**src/rtl/kbd_cmd_pkg.sv**
```systemverilog
// Shared mode encoding and PS/2 set-2 scan-code constants for the keyboard command FSM.
package kbd_cmd_pkg;

    typedef enum logic [2:0] {
        ModeInit  = 3'd0,
        ModeIsa   = 3'd1,
        ModeAlu   = 3'd2,
        ModeBench = 3'd3,
        ModeRun   = 3'd4
    } mode_t;

    localparam logic [7:0] KEY_ENTER = 8'h5A;
    localparam logic [7:0] KEY_BKSP  = 8'h66;
    localparam logic [7:0] KEY_ESC   = 8'h76;
    localparam logic [7:0] KEY_I     = 8'h43;
    localparam logic [7:0] KEY_A     = 8'h1C;
    localparam logic [7:0] KEY_B     = 8'h32;
    localparam logic [7:0] KEY_R     = 8'h2D;
    localparam logic [7:0] PFX_BREAK = 8'hF0;
    localparam logic [7:0] PFX_EXT   = 8'hE0;

endpackage

```
**src/rtl/ps2_make_filter.sv**
```systemverilog
// Passes only plain make codes; swallows F0 xx, E0 xx and E0 F0 xx sequences.
module ps2_make_filter
    import kbd_cmd_pkg::*;
(
    input  logic       clk,
    input  logic       rst,
    input  logic       key_valid,
    input  logic [7:0] key_code,
    output logic       make_valid,
    output logic [7:0] make_code
);

    logic drop_q;
    logic ext_q;

    // Combinational pass-through so a key reaches the line buffer at the edge it arrives.
    assign make_valid = key_valid && !drop_q && !ext_q &&
                        (key_code != PFX_BREAK) && (key_code != PFX_EXT);
    assign make_code  = key_code;

    always_ff @(posedge clk) begin
        if (rst) begin
            drop_q <= 1'b0;
            ext_q  <= 1'b0;
        end else if (key_valid) begin
            if (drop_q) begin
                drop_q <= 1'b0;
                ext_q  <= 1'b0;
            end else if (key_code == PFX_BREAK) begin
                drop_q <= 1'b1;
            end else if (key_code == PFX_EXT) begin
                ext_q <= 1'b1;
            end else if (ext_q) begin
                ext_q <= 1'b0;
            end
        end
    end

endmodule

```
**src/rtl/kbd_cmd_fsm.sv**
```systemverilog
// Keyboard mode controller: line buffer plus INIT/ISA/ALU/BENCH/RUN mode FSM.
module kbd_cmd_fsm
    import kbd_cmd_pkg::*;
#(
    parameter int unsigned LINE_DEPTH = 8,
    parameter int unsigned LEN_W      = $clog2(LINE_DEPTH + 1)
) (
    input  logic                    clk,
    input  logic                    rst,
    input  logic                    key_valid,
    input  logic [7:0]              key_code,
    input  logic                    run_done,
    output logic [2:0]              mode,
    output logic [8*LINE_DEPTH-1:0] line_data,
    output logic [LEN_W-1:0]        line_len,
    output logic                    line_go,
    output logic                    cpu_start,
    output logic                    overflow
);

    mode_t state_q;

    logic       kv;
    logic [7:0] kc;

    logic [8*LINE_DEPTH-1:0] base_data;
    logic [8*LINE_DEPTH-1:0] push_data;
    logic [8*LINE_DEPTH-1:0] pop_data;
    logic [LEN_W-1:0]        base_len;
    logic                    base_ovf;
    logic                    base_single;
    logic                    base_empty;

    ps2_make_filter u_filter (
        .clk        (clk),
        .rst        (rst),
        .key_valid  (key_valid),
        .key_code   (key_code),
        .make_valid (kv),
        .make_code  (kc)
    );

    assign mode = state_q;

    // The cycle after a submission the buffer starts out empty; any key in it lands on top.
    always_comb begin
        base_data   = line_go ? '0 : line_data;
        base_len    = line_go ? '0 : line_len;
        base_ovf    = line_go ? 1'b0 : overflow;
        push_data   = {base_data[8*LINE_DEPTH-9:0], kc};
        pop_data    = {8'h00, base_data[8*LINE_DEPTH-1:8]};
        base_single = (base_len == LEN_W'(1));
        base_empty  = (base_len == '0);
    end

    always_ff @(posedge clk) begin
        if (rst) begin
            state_q   <= ModeInit;
            line_data <= '0;
            line_len  <= '0;
            line_go   <= 1'b0;
            cpu_start <= 1'b0;
            overflow  <= 1'b0;
        end else begin
            line_go   <= 1'b0;
            cpu_start <= 1'b0;
            line_data <= base_data;
            line_len  <= base_len;
            overflow  <= base_ovf;

            if (kv && kc == KEY_ESC) begin
                state_q   <= ModeInit;
                line_data <= '0;
                line_len  <= '0;
                overflow  <= 1'b0;
            end else if (state_q == ModeRun) begin
                if (run_done) begin
                    state_q <= ModeInit;
                end
            end else if (kv) begin
                if (kc == KEY_ENTER) begin
                    case (state_q)
                        ModeInit: begin
                            line_data <= '0;
                            line_len  <= '0;
                            overflow  <= 1'b0;
                            if (base_single) begin
                                case (base_data[7:0])
                                    KEY_I:   state_q <= ModeIsa;
                                    KEY_A:   state_q <= ModeAlu;
                                    KEY_B:   state_q <= ModeBench;
                                    default: state_q <= ModeInit;
                                endcase
                            end
                        end
                        ModeIsa: begin
                            if (base_single && base_data[7:0] == KEY_R) begin
                                state_q   <= ModeRun;
                                cpu_start <= 1'b1;
                                line_data <= '0;
                                line_len  <= '0;
                                overflow  <= 1'b0;
                            end else if (!base_empty) begin
                                line_go <= 1'b1;
                            end
                        end
                        default: begin
                            if (!base_empty) begin
                                line_go <= 1'b1;
                            end
                        end
                    endcase
                end else if (kc == KEY_BKSP) begin
                    if (!base_empty) begin
                        line_data <= pop_data;
                        line_len  <= base_len - LEN_W'(1);
                    end
                end else if (base_len < LEN_W'(LINE_DEPTH)) begin
                    line_data <= push_data;
                    line_len  <= base_len + LEN_W'(1);
                end else begin
                    overflow <= 1'b1;
                end
            end
        end
    end

endmodule

```
**config.mk**
```make
export PLATFORM = sky130hd
export DESIGN_NAME = kbd_cmd_fsm
export DESIGN_NICKNAME = d
export VERILOG_FILES = /design/src/rtl/kbd_cmd_pkg.sv /design/src/rtl/ps2_make_filter.sv /design/src/rtl/kbd_cmd_fsm.sv
export SDC_FILE = /design/constraint.sdc
export NUM_CORES = 1
export LEC_CHECK = 0
export ABC_AREA = 0
export CAP_MARGIN = 20
export CORE_MARGIN = 4
export CORE_UTILIZATION = 30
export DETAILED_ROUTE_END_ITERATION = 6
export GPL_TIMING_DRIVEN = 0
export PLACE_DENSITY = 0.6
export SLEW_MARGIN = 15
export SYNTH_ARGS = -nofsm -noshare
export SYNTH_HDL_FRONTEND = slang
export SYNTH_SLANG_ARGS = --single-unit
```
**constraint.sdc**
```tcl
create_clock -name clk -period 3.9 [get_ports clk]
set_input_delay 0.78 -clock clk [delete_from_list [all_inputs] [get_ports clk]]
set_output_delay 0.78 -clock clk [all_outputs]
set_load 0.03 [all_outputs]
```
==> impl_metrics.json <==
{
  "outcome": "finished clean",
  "cts_tree": "yes",
  "placed_area_um2": 5659,
  "drt-vias-per-instance": 5.948,
  "critical_path.cell_chain": "buf_2, clkbuf_2, clkbuf_2, nor2b_1, inv_1, ha_1, and4_1, buf_2, a31oi_1, clkbuf_2, o21ai_0, a21oi_1, a2111oi_2",
  "ctsHtreeMaxLevel": 3,
  "number_of_synthesized_flops_with_an_enable_pin": 0,
  "placeable_core_region_um2": 14750,
  "route.detailed.wl_per_inst_um": 21.37,
  "timing_worst_setup_path_type": "reg -> reg",
  "synth.cell_area_um2": 4578,
  "finalCritPeriodShare_pct": 92.41,
  "seq_area_um2": 1521,
  "syn-num-nets": 594,
  "final_area_um2": 5984,
  "critical_path.max_fanout": 10,
  "ios": 86,
  "setup.worst_path.start_class": "register",
  "postCtsHoldBufs": 0,
  "fp.dieH_um": 131.5,
  "fmax_ghz": 0.2775,
  "endpoint_kind": "register",
  "drive_gt1_share_pct": 9.118,
  "globalRouteMet2Util_pct": 33.58,
  "top_usage_layer": "met2",
  "pin_count_of_the_biggest_net_entering_global_routing": 13,
  "seq_area_frac_synth_pct": 33.23,
  "grt_util_met1_pct": 26.92,
  "fin_ws_ns": 0.2959,
  "top_area_cell_type_share_of_the_netlist_area_pct": 33.23,
  "cp.buffers_inverters": 6,
  "syn_inst": 580,
  "finish.net_count": 690,
  "initial_core_util_pct": 31.03,
  "grt_antenna_before_repair": 0,
  "number_of_buffers_created_by_cts": 9,
  "floorplan.die.width_um": 131.5,
  "groute.layer.met3.usage_pct": 4.969,
  "cp_data_arrival_time_ns": 3.81,
  "clkSinkCount": 76,
  "worst_hold_path_class": "reg -> reg",
  "critical_path.most_common_cell": "sky130_fd_sc_hd__clkbuf_2",
  "clkSlewWorstSetupHoldPaths_ns": 0.07,
  "cpMaxStageDelayCell": "sky130_fd_sc_hd__a31oi_1",
  "p_leak_nw": 2.214,
  "post-route-min-period_ns": 3.604,
  "cts_root_buffer_type": "sky130_fd_sc_hd__clkbuf_16",
  "cap_viol_max_count": 0,
  "dp_slack_ns": 0.0002247,
  "cts_setup_buffers": 0,
  "insertion_delay_ns": 0.35,
  "area_delta_synth_final_pct": 30.72,
  "fp.dieArea_um2": 17300,
  "synth_seq_cells": 76,
  "grt-ovfl-total": 0,
  "numPortBuffers": 85,
  "clock-skew-final_ns": 0.01328,
  "route.vias.total": 5139,
  "count_of_unique_library_cells_instantiated_by_yosys": 72,
  "yosys.cell_count.top_type": "sky130_fd_sc_hd__dfxtp_1",
  "detail_route.drc_violations": 0,
  "dr.first_iter.drc_count": 532,
  "cpLargestDelayFamily": "buffers and inverters",
  "relative_slew_margins_pct": 47.58,
  "synth.avg_cell_area_um2": 7.893,
  "dr.pass1.iters": 5,
  "hpwlAfterDp_um": 13510,
  "sum_of_routed_wire_length_over_all_layers_um": 18460,
  "timing.setup.tns_ns": 0,
  "ant_nets": 0,
  "row_count": 44,
  "place.gp.congestion": 0.9143,
  "timing_max_transition_violations_final": 0,
  "asyncSetResetFlopFracSynth_pct": 0,
  "worst-slew-pin-transition_ns": 0.7864,
  "final.fill_count": 1522,
  "critical_path_required_ns": 4.11,
  "multi_input_area_um2": 2806,
  "unrepaired_setup_endpoints_after_global_routing": "false",
  "yosys-top-cells-count": "76 x sky130_fd_sc_hd__dfxtp_1, 75 x sky130_fd_sc_hd__nand2_1, 69 x sky130_fd_sc_hd__a21oi_1",
  "globalRouteTotalUtil_pct": 20.80,
  "setup-violations-final": 0,
  "finalHoldViolations": 0,
  "first_global_vias": 5049,
  "synth_warnings": 0,
  "synth_top_cells_by_area": "sky130_fd_sc_hd__dfxtp_1 33%, sky130_fd_sc_hd__a21oi_1 7.5%, sky130_fd_sc_hd__nand2_1 6.1%, sky130_fd_sc_hd__mux2i_1 5.9%, sky130_fd_sc_hd__o21ai_0 5.7%",
  "power_density_nw_per_um2": 341.2,
  "max-vdd-ir-drop_uv": 208.9,
  "antennaDiodeCount": 0,
  "critical_path.max_stage_delay_ns": 0.49,
  "synth-main-ff-cell": "sky130_fd_sc_hd__dfxtp_1",
  "buffers_from_clock_root_to_sink_at_most": 2,
  "first_pass_grt_wire_length_um": 28750,
  "post-synth-top-area-cell": "sky130_fd_sc_hd__dfxtp_1"
}
[power by group]
part | total (mW) | internal (mW) | switching [mW] | leakage (nW)
clock | 0.920 | 0.575 | 0.345 | 0.156
sequential | 0.828 | 0.796 | 0.0324 | 0.616
combinational | 0.294 | 0.109 | 0.185 | 1.44
[cell usage in the layout, fill, tap and decap left out, types with 10 or more instances in the layout]
cell | synthesis | routed
sky130_fd_sc_hd__o21ai_0 | 52 | 52
sky130_fd_sc_hd__nor2b_1 | 10 | 10
sky130_fd_sc_hd__nor3_1 | 28 | 27
sky130_fd_sc_hd__nor2_1 | 37 | 37
sky130_fd_sc_hd__clkdlybuf4s50_1 | 0 | 85
sky130_fd_sc_hd__dfxtp_1 | 76 | 76
sky130_fd_sc_hd__nand3_1 | 10 | 10
sky130_fd_sc_hd__clkbuf_1 | 26 | 24
sky130_fd_sc_hd__a21oi_1 | 69 | 69
sky130_fd_sc_hd__mux2i_1 | 27 | 27
sky130_fd_sc_hd__a31oi_1 | 11 | 11
sky130_fd_sc_hd__nand2_1 | 75 | 75
sky130_fd_sc_hd__buf_2 | 14 | 14
[cells by family (layout without fill, tap and decap cells)]
family                     Yosys count  after routing  synth area share (%)
AOI/OAI and AO/OA                  209            209                 30.50
xor gates and xnor gates             3              3                0.5740
adders and majority gates            2              2                0.5465
buffers and inverters               56            156                 5.575
DFF                                 76             76                 33.23
muxes                               27             27                 5.903
and+or+nand+nor                    207            207                 23.67
[final timing paths]
check	startpoint	end	slack, ns	depth (start not counted)
max	line_go$_SDFF_PP0_	line_data[27]$_SDFF_PP0_	0.30	13
min	u_filter.drop_q$_SDFFE_PP0P_	u_filter.drop_q$_SDFFE_PP0P_	0.51	2
max reg2reg	line_go$_SDFF_PP0_	line_data[27]$_SDFF_PP0_	0.30	13
min reg2reg	u_filter.drop_q$_SDFFE_PP0P_	u_filter.drop_q$_SDFFE_PP0P_	0.51	2
[worst reg2reg max path: cells and delay by family (launching register included)]
family                     cells  cell delay (ns)
buffers and inverters          6             1.41
AOI/OAI and AO/OA              4             0.95
and+or+nand+nor                2             0.48
DFF                            1             0.33
adders and majority gates      1             0.30
[state kept, by name, indices dropped and copies added, names as in the netlist]
signal,count
cpu_start,1
line_data,64
line_go,1
line_len,4
mode,3
overflow,1
u_filter.drop_q,1
u_filter.ext_q,1
[repair_timing]
action,in CTS,in global routing
setup endpoints to repair,12,27
gates resized for setup,1,5
hold endpoints to repair,0,0
[layout make-up]
class                      instances  share of cell area (%)
buffer                            48                   3.826
inverter                           8                  0.5018
multi-input combinational        448                   46.90
clock buffer                      11                   4.056
sequential                        76                   25.42
timing repair buffer              85                   14.22
clock inverter                     4                   1.234
tap                              184                   3.847
[through the flow]
stage / power [mW] / util, % / hold slack, ns / cells
finish: 2.042 / 40.56 / 0.5055 / 864
CTS: 2.039 / 40.51 / 0.5044 / 864
floorplan: 1.015 / - / 0.4582 / 580
global route: 2.096 / 40.56 / 0.5330 / 864
global placement: 1.128 / 38.36 / 0.4760 / 849
detailed placement: 1.134 / 38.36 / 0.4828 / 849
[per-layer routing]
| metal | routed length, um | part of all wire [%] |
|---|---|---|
| met3 | 1524 | 8.3 |
| met2 | 8451 | 46 |
| met5 | 0 | 0 |
| met4 | 551 | 3.0 |
| met1 | 7932 | 43 |
Note: power is estimated with default switching activity, not from simulation.
